`src/rtl/ps2_kbd_rx.sv`:
```
// PS/2 keyboard receiver: sync/filter, 11-bit deframing, odd parity, F0/E0 prefix stripping.
// Optional PS2_ASCII_EN: map set-2 make codes to ASCII, dropping unmapped and extended codes.
module ps2_kbd_rx #(
  parameter int FILTER_LEN     = 4,
  parameter int TIMEOUT_CYCLES = 50000
) (
  input  logic       clock,
  input  logic       reset,
  input  logic       ps2_clk,
  input  logic       ps2_data,
  output logic [7:0] gpi,
  output logic       gpi_we,
  output logic       rx_err,
  output logic       busy
);

  localparam int TW = $clog2(TIMEOUT_CYCLES + 1);

  typedef enum logic [1:0] {ST_IDLE, ST_DATA, ST_PARITY, ST_STOP} state_t;

  state_t                  state_q, state_d;
  logic                    clk_s1_q, clk_s2_q, dat_s1_q, dat_s2_q;
  logic [FILTER_LEN-1:0]   hist_q, hist_d;
  logic                    filt_q, filt_d;
  logic [7:0]              shift_q, shift_d;
  logic [2:0]              cnt_q, cnt_d;
  logic                    par_q, par_d;
  logic [TW-1:0]           tmo_q, tmo_d;
  logic                    brk_q, brk_d, ext_q, ext_d;
  logic [7:0]              gpi_q, gpi_d;
  logic                    gpi_we_q, gpi_we_d, rx_err_q, rx_err_d;
  logic                    fall, frame_ok;

`ifdef PS2_ASCII_EN
  // Returns {valid, ascii}; valid=0 for codes outside the table.
  function automatic logic [8:0] map_code(input logic [7:0] c);
    case (c)
      8'h45: map_code = {1'b1, 8'h30}; 8'h16: map_code = {1'b1, 8'h31};
      8'h1E: map_code = {1'b1, 8'h32}; 8'h26: map_code = {1'b1, 8'h33};
      8'h25: map_code = {1'b1, 8'h34}; 8'h2E: map_code = {1'b1, 8'h35};
      8'h36: map_code = {1'b1, 8'h36}; 8'h3D: map_code = {1'b1, 8'h37};
      8'h3E: map_code = {1'b1, 8'h38}; 8'h46: map_code = {1'b1, 8'h39};
      8'h1C: map_code = {1'b1, 8'h41}; 8'h32: map_code = {1'b1, 8'h42};
      8'h21: map_code = {1'b1, 8'h43}; 8'h23: map_code = {1'b1, 8'h44};
      8'h24: map_code = {1'b1, 8'h45}; 8'h2B: map_code = {1'b1, 8'h46};
      8'h34: map_code = {1'b1, 8'h47}; 8'h33: map_code = {1'b1, 8'h48};
      8'h43: map_code = {1'b1, 8'h49}; 8'h3B: map_code = {1'b1, 8'h4A};
      8'h42: map_code = {1'b1, 8'h4B}; 8'h4B: map_code = {1'b1, 8'h4C};
      8'h3A: map_code = {1'b1, 8'h4D}; 8'h31: map_code = {1'b1, 8'h4E};
      8'h44: map_code = {1'b1, 8'h4F}; 8'h4D: map_code = {1'b1, 8'h50};
      8'h15: map_code = {1'b1, 8'h51}; 8'h2D: map_code = {1'b1, 8'h52};
      8'h1B: map_code = {1'b1, 8'h53}; 8'h2C: map_code = {1'b1, 8'h54};
      8'h3C: map_code = {1'b1, 8'h55}; 8'h2A: map_code = {1'b1, 8'h56};
      8'h1D: map_code = {1'b1, 8'h57}; 8'h22: map_code = {1'b1, 8'h58};
      8'h35: map_code = {1'b1, 8'h59}; 8'h1A: map_code = {1'b1, 8'h5A};
      8'h5A: map_code = {1'b1, 8'h0D}; 8'h29: map_code = {1'b1, 8'h20};
      8'h66: map_code = {1'b1, 8'h08};
      default: map_code = {1'b0, 8'h00};
    endcase
  endfunction
  logic [8:0] mapped;
  assign mapped = map_code(shift_q);
`endif

  // Filtered clock only changes once the last FILTER_LEN samples all agree.
  always_comb begin
    hist_d = {hist_q[FILTER_LEN-2:0], clk_s2_q};
    if (&hist_q)       filt_d = 1'b1;
    else if (~|hist_q) filt_d = 1'b0;
    else               filt_d = filt_q;
  end

  assign fall     = filt_q & ~filt_d;
  assign frame_ok = dat_s2_q & (^{shift_q, par_q});

  always_comb begin
    state_d  = state_q;
    shift_d  = shift_q;
    cnt_d    = cnt_q;
    par_d    = par_q;
    brk_d    = brk_q;
    ext_d    = ext_q;
    gpi_d    = gpi_q;
    gpi_we_d = 1'b0;
    rx_err_d = 1'b0;
    tmo_d    = (state_q == ST_IDLE || fall) ? '0 : tmo_q + 1'b1;

    case (state_q)
      ST_IDLE: begin
        if (fall && !dat_s2_q) begin
          state_d = ST_DATA;
          cnt_d   = '0;
        end
      end
      ST_DATA: begin
        if (fall) begin
          shift_d = {dat_s2_q, shift_q[7:1]};
          cnt_d   = cnt_q + 1'b1;
          if (cnt_q == 3'd7) state_d = ST_PARITY;
        end
      end
      ST_PARITY: begin
        if (fall) begin
          par_d   = dat_s2_q;
          state_d = ST_STOP;
        end
      end
      ST_STOP: begin
        if (fall) begin
          state_d = ST_IDLE;
          if (!frame_ok) begin
            rx_err_d = 1'b1;
            brk_d    = 1'b0;
            ext_d    = 1'b0;
          end else if (shift_q == 8'hF0) begin
            brk_d = 1'b1;
          end else if (shift_q == 8'hE0) begin
            ext_d = 1'b1;
          end else if (brk_q) begin
            brk_d = 1'b0;
            ext_d = 1'b0;
          end else begin
            ext_d = 1'b0;
`ifdef PS2_ASCII_EN
            if (!ext_q && mapped[8]) begin
              gpi_d    = mapped[7:0];
              gpi_we_d = 1'b1;
            end
`else
            gpi_d    = shift_q;
            gpi_we_d = 1'b1;
`endif
          end
        end
      end
      default: state_d = ST_IDLE;
    endcase

    if (state_q != ST_IDLE && !fall && tmo_q == TW'(TIMEOUT_CYCLES - 1)) begin
      state_d  = ST_IDLE;
      rx_err_d = 1'b1;
      tmo_d    = '0;
    end
  end

  always_ff @(posedge clock or negedge reset) begin
    if (!reset) begin
      clk_s1_q <= 1'b1;
      clk_s2_q <= 1'b1;
      dat_s1_q <= 1'b1;
      dat_s2_q <= 1'b1;
      hist_q   <= '1;
      filt_q   <= 1'b1;
      state_q  <= ST_IDLE;
      shift_q  <= '0;
      cnt_q    <= '0;
      par_q    <= 1'b0;
      tmo_q    <= '0;
      brk_q    <= 1'b0;
      ext_q    <= 1'b0;
      gpi_q    <= '0;
      gpi_we_q <= 1'b0;
      rx_err_q <= 1'b0;
    end else begin
      clk_s1_q <= ps2_clk;
      clk_s2_q <= clk_s1_q;
      dat_s1_q <= ps2_data;
      dat_s2_q <= dat_s1_q;
      hist_q   <= hist_d;
      filt_q   <= filt_d;
      state_q  <= state_d;
      shift_q  <= shift_d;
      cnt_q    <= cnt_d;
      par_q    <= par_d;
      tmo_q    <= tmo_d;
      brk_q    <= brk_d;
      ext_q    <= ext_d;
      gpi_q    <= gpi_d;
      gpi_we_q <= gpi_we_d;
      rx_err_q <= rx_err_d;
    end
  end

  assign gpi    = gpi_q;
  assign gpi_we = gpi_we_q;
  assign rx_err = rx_err_q;
  assign busy   = (state_q != ST_IDLE);

endmodule

```
`config.mk`:
```
export PLATFORM = sky130hd
export DESIGN_NAME = ps2_kbd_rx
export DESIGN_NICKNAME = d
export VERILOG_FILES = /design/src/rtl/ps2_kbd_rx.sv
export SDC_FILE = /design/constraint.sdc
export NUM_CORES = 1
export LEC_CHECK = 0
export ABC_AREA = 1
export CORE_MARGIN = 2
export CORE_UTILIZATION = 40
export CTS_BUF_LIST = sky130_fd_sc_hd__clkbuf_4
export DETAILED_ROUTE_END_ITERATION = 16
export HOLD_SLACK_MARGIN = 0.06
export PLACE_DENSITY = 0.67
export SLEW_MARGIN = 25
export SYNTH_ARGS = -nofsm -noshare
export SYNTH_HDL_FRONTEND = slang
export SYNTH_SLANG_ARGS = --single-unit
```
`constraint.sdc`:
```
create_clock -name clock -period 3.7 [get_ports clock]
set_input_delay 0.925 -clock clock [delete_from_list [all_inputs] [get_ports clock]]
set_output_delay 0.925 -clock clock [all_outputs]
set_load 0.01 [all_outputs]
```
==> impl_results.md <==
* Status: completed
* R2R Path End: tmo_q[15]
* WL per Instance at 11.4 um
* CP arrival at 1.81 ns
* Post-synth EDFFs at 0
* CTS Buf Count at 5
* CTS root buf: clkbuf_4
* Total gr overflow at 0
* CTS tree: done
* Port bufs at 14
* Area Growth Syn to Fin at 11.2%
* Sink of the worst hold path: dat_s2_q
* Wire length of the first global-routing pass at 7980 um
* Clock Skews at 0.00789 ns
* DP Cell Count at 381
* Die H at 82.6 um
* FF+latch count, synth at 50
* Layout cells sized above 1 at 0.0987
* Worst hold path class: reg2reg
* Placeable Area at 5960 sq um
* Syn Area/Cell at 8.44 sq um
* Worst-Margin Slew at 0.664 ns
* Place WS at 1.38 ns
* TritonRoute pass-1 iters at 4
* Routed vias at 1,871
* FP Rows at 28
* Post-route non-filler standard cell count at 389
* Clock H-tree levels at 2
* Worst Setup End Kind: primary output
* Worst path most repeated cell: inv_1
* Worst R2R Setup Slack at 1.95 ns
* Number of global-route vias before repair at 1,802
* Period utilization at 0.739
* Hold Path Depth at 0
* Yosys cell types at 29
* Total track usage at 0.153
* Yosys warns at 0
* Setup TNS at 0 ns
* Post-CTS Setup Bufs at 0
* CP top delay family: buffers and inverters
* Routed WL at 4450 um
* Area of the multi-input gates at 1050 sq um
* Antenna cells at 0
* Worst setup SP type: flop
* Worst-path fanout max at 4
* Fin worst setup slack at 0.967 ns
* Endpoints failing hold at 0
* Reg2reg start: state_q[0]
* VDD IR max at 0.000344 V
* Sequential area share after synthesis at 0.510
* Fraction of registers with async set/reset at 1.00
* Mapped Area at 2470 sq um
* Hold path startpoint: dat_s1_q
* Most frequent cells after synthesis: 85 x nand2_1, 41 x dfrtp_1, 37 x inv_1
* Final setup fails at 0
* Drt first-iter violations at 106
* CP cell instances: inv_1 -> ha_1 -> inv_1 -> clkdlybuf4s50_1
* Slew headroom at 0.557
* Filler instances at 594
* I/O pin count at 15
* Gate Count Post-Synth at 293
* FMAX at 0.366 GHz
* Clk buf depth at 2
* CTS sink cnt at 50
* Largest net degree at the start of global routing at 30
* Dpl hpwl at 3250 um
* Critical Path Slowest Stage Cell: clkdlybuf4s50_1
* Die footprint at 6830 sq um
* Crit Path Class: reg2out
* WHS at 0.366 ns
* Synthesized net count at 305
* Routability-driven placement congestion ratio at 0.856
* Post-cts sizing count at 0
* MaxCap Viol Count at 0
* Initial antenna violation count at 0
* Slowest Stage Delay on Critical Path at 0.57 ns
* FF-to-FF path depth at 7
* Clk_lat worst skew at 0.36 ns
* Layout Nets at 325
* Die X-Extent at 82.6 um
* Top-count cell post-synth: nand2_1
* Main synth FF type: dfrtp_1
* Fin. max-slew vios at 0
* Clk slew on worst S/H paths at 0.13 ns
* Final ANT Viol Nets at 0
* DRC at 0
* CP startpoint: state_q[0]
* Reg area at 1260 sq um
* RSZ-0062 raised after global routing: no
* Power Density at 458 nW/um^2
* Worst EP required at 2.77 ns
* Buf+Inv Stages, Crit Path at 3
* Tmin final at 2.73 ns
* Yosys top cell area share at 0.415
* Hold buffer count at cts at 0
* Yosys top cell by area: dfrtp_1
* Initial core utilization at 0.415
* Synth area leaders: dfrtp_1 41%, nand2_1 13%, dfstp_2 9.6%, inv_1 5.6%, nor2_1 4.4%
* Post-DR vias/cell at 4.81
* Leakage power at 1.32 nW
## logic make-up (layout without fill, tap and decap cells)
group	count (synthesis)	count (layout)	share of synthesized area
buffers and inverters	41	62	0.0642
adder cells (fa/ha/maj)	8	8	0.0405
XOR/XNOR	5	5	0.0177
flip-flops	50	50	0.510
AO/OA/AOI/OAI	26	26	0.0572
AND/OR/NAND/NOR	163	163	0.310
## worst max-delay path by stage
stage / to / cells past startpoint
finish: busy / 4
global route: busy / 4
CTS: busy / 4
detailed placement: busy / 4
global placement: busy / 4
floorplan: busy / 3
## cells in the final DEF (no fill, tap or decap), drive strengths merged
master         synthesis  layout
a21oi                  6       6
a31oi                  2       2
a32o                   1       1
and3                   1       1
buf                    2       3
clkbuf                 1       5
clkdlybuf4s50          0      13
clkinv                 0       3
dfrtp                 41      41
dfstp                  9       9
ha                     8       8
inv                   38      38
nand2                 88      88
nand3                 17      17
nand4                 14      14
nor2                  34      34
nor3                   7       7
nor3b                  1       1
o21ai                 17      17
or2                    1       1
xor2                   5       5
## per-layer routing
layer / global-route usage / vias to the layer above / part of all wire
met2: 0.229 / 22 / 0.44
met1: 0.218 / 865 / 0.52
li1: - / 979 / -
met3: 0.0326 / 5 / 0.025
met5: 0 / - / 0
met4: 0.0541 / 0 / 0.013
## state kept, by name, summed over array words and instances, names as in the netlist
register,flops
par_q,1
gpi_we,1
hist_q,4
brk_q,1
tmo_q,16
gpi,8
dat_s2_q,1
state_q,2
clk_s1_q,1
cnt_q,3
rx_err,1
dat_s1_q,1
filt_q,1
shift_q,8
clk_s2_q,1
## area by class of cell
class                      instances  area share
clock inverter                     3     0.00409
clock buffer                       5      0.0136
tap                               75      0.0341
inverter                          38      0.0519
multi-input combinational        202       0.383
sequential                        50       0.459
timing repair buffer              16      0.0546
## metrics by stage
| step | util | instance area [sq um] | power, mW |
|---|---|---|---|
| 3_5_place_dp | 0.454 | 2700 | 1.03 |
| 4_1_cts | 0.462 | 2750 | 1.28 |
| 5_1_grt | 0.462 | 2750 | 1.37 |
| 2_1_floorplan | - | 2470 | 0.926 |
| 6_report | 0.462 | 2750 | 1.26 |
| 3_3_place_gp | 0.454 | 2700 | 1.02 |
## report_power, final
| part | total, mW | internal (mW) | switching (mW) | leakage, nW |
|---|---|---|---|---|
| logic | 0.381 | 0.128 | 0.253 | 0.633 |
| registers | 0.644 | 0.599 | 0.0452 | 0.660 |
| clock network | 0.234 | 0.0682 | 0.165 | 0.0277 |
Power figures use the tool's default switching activity.
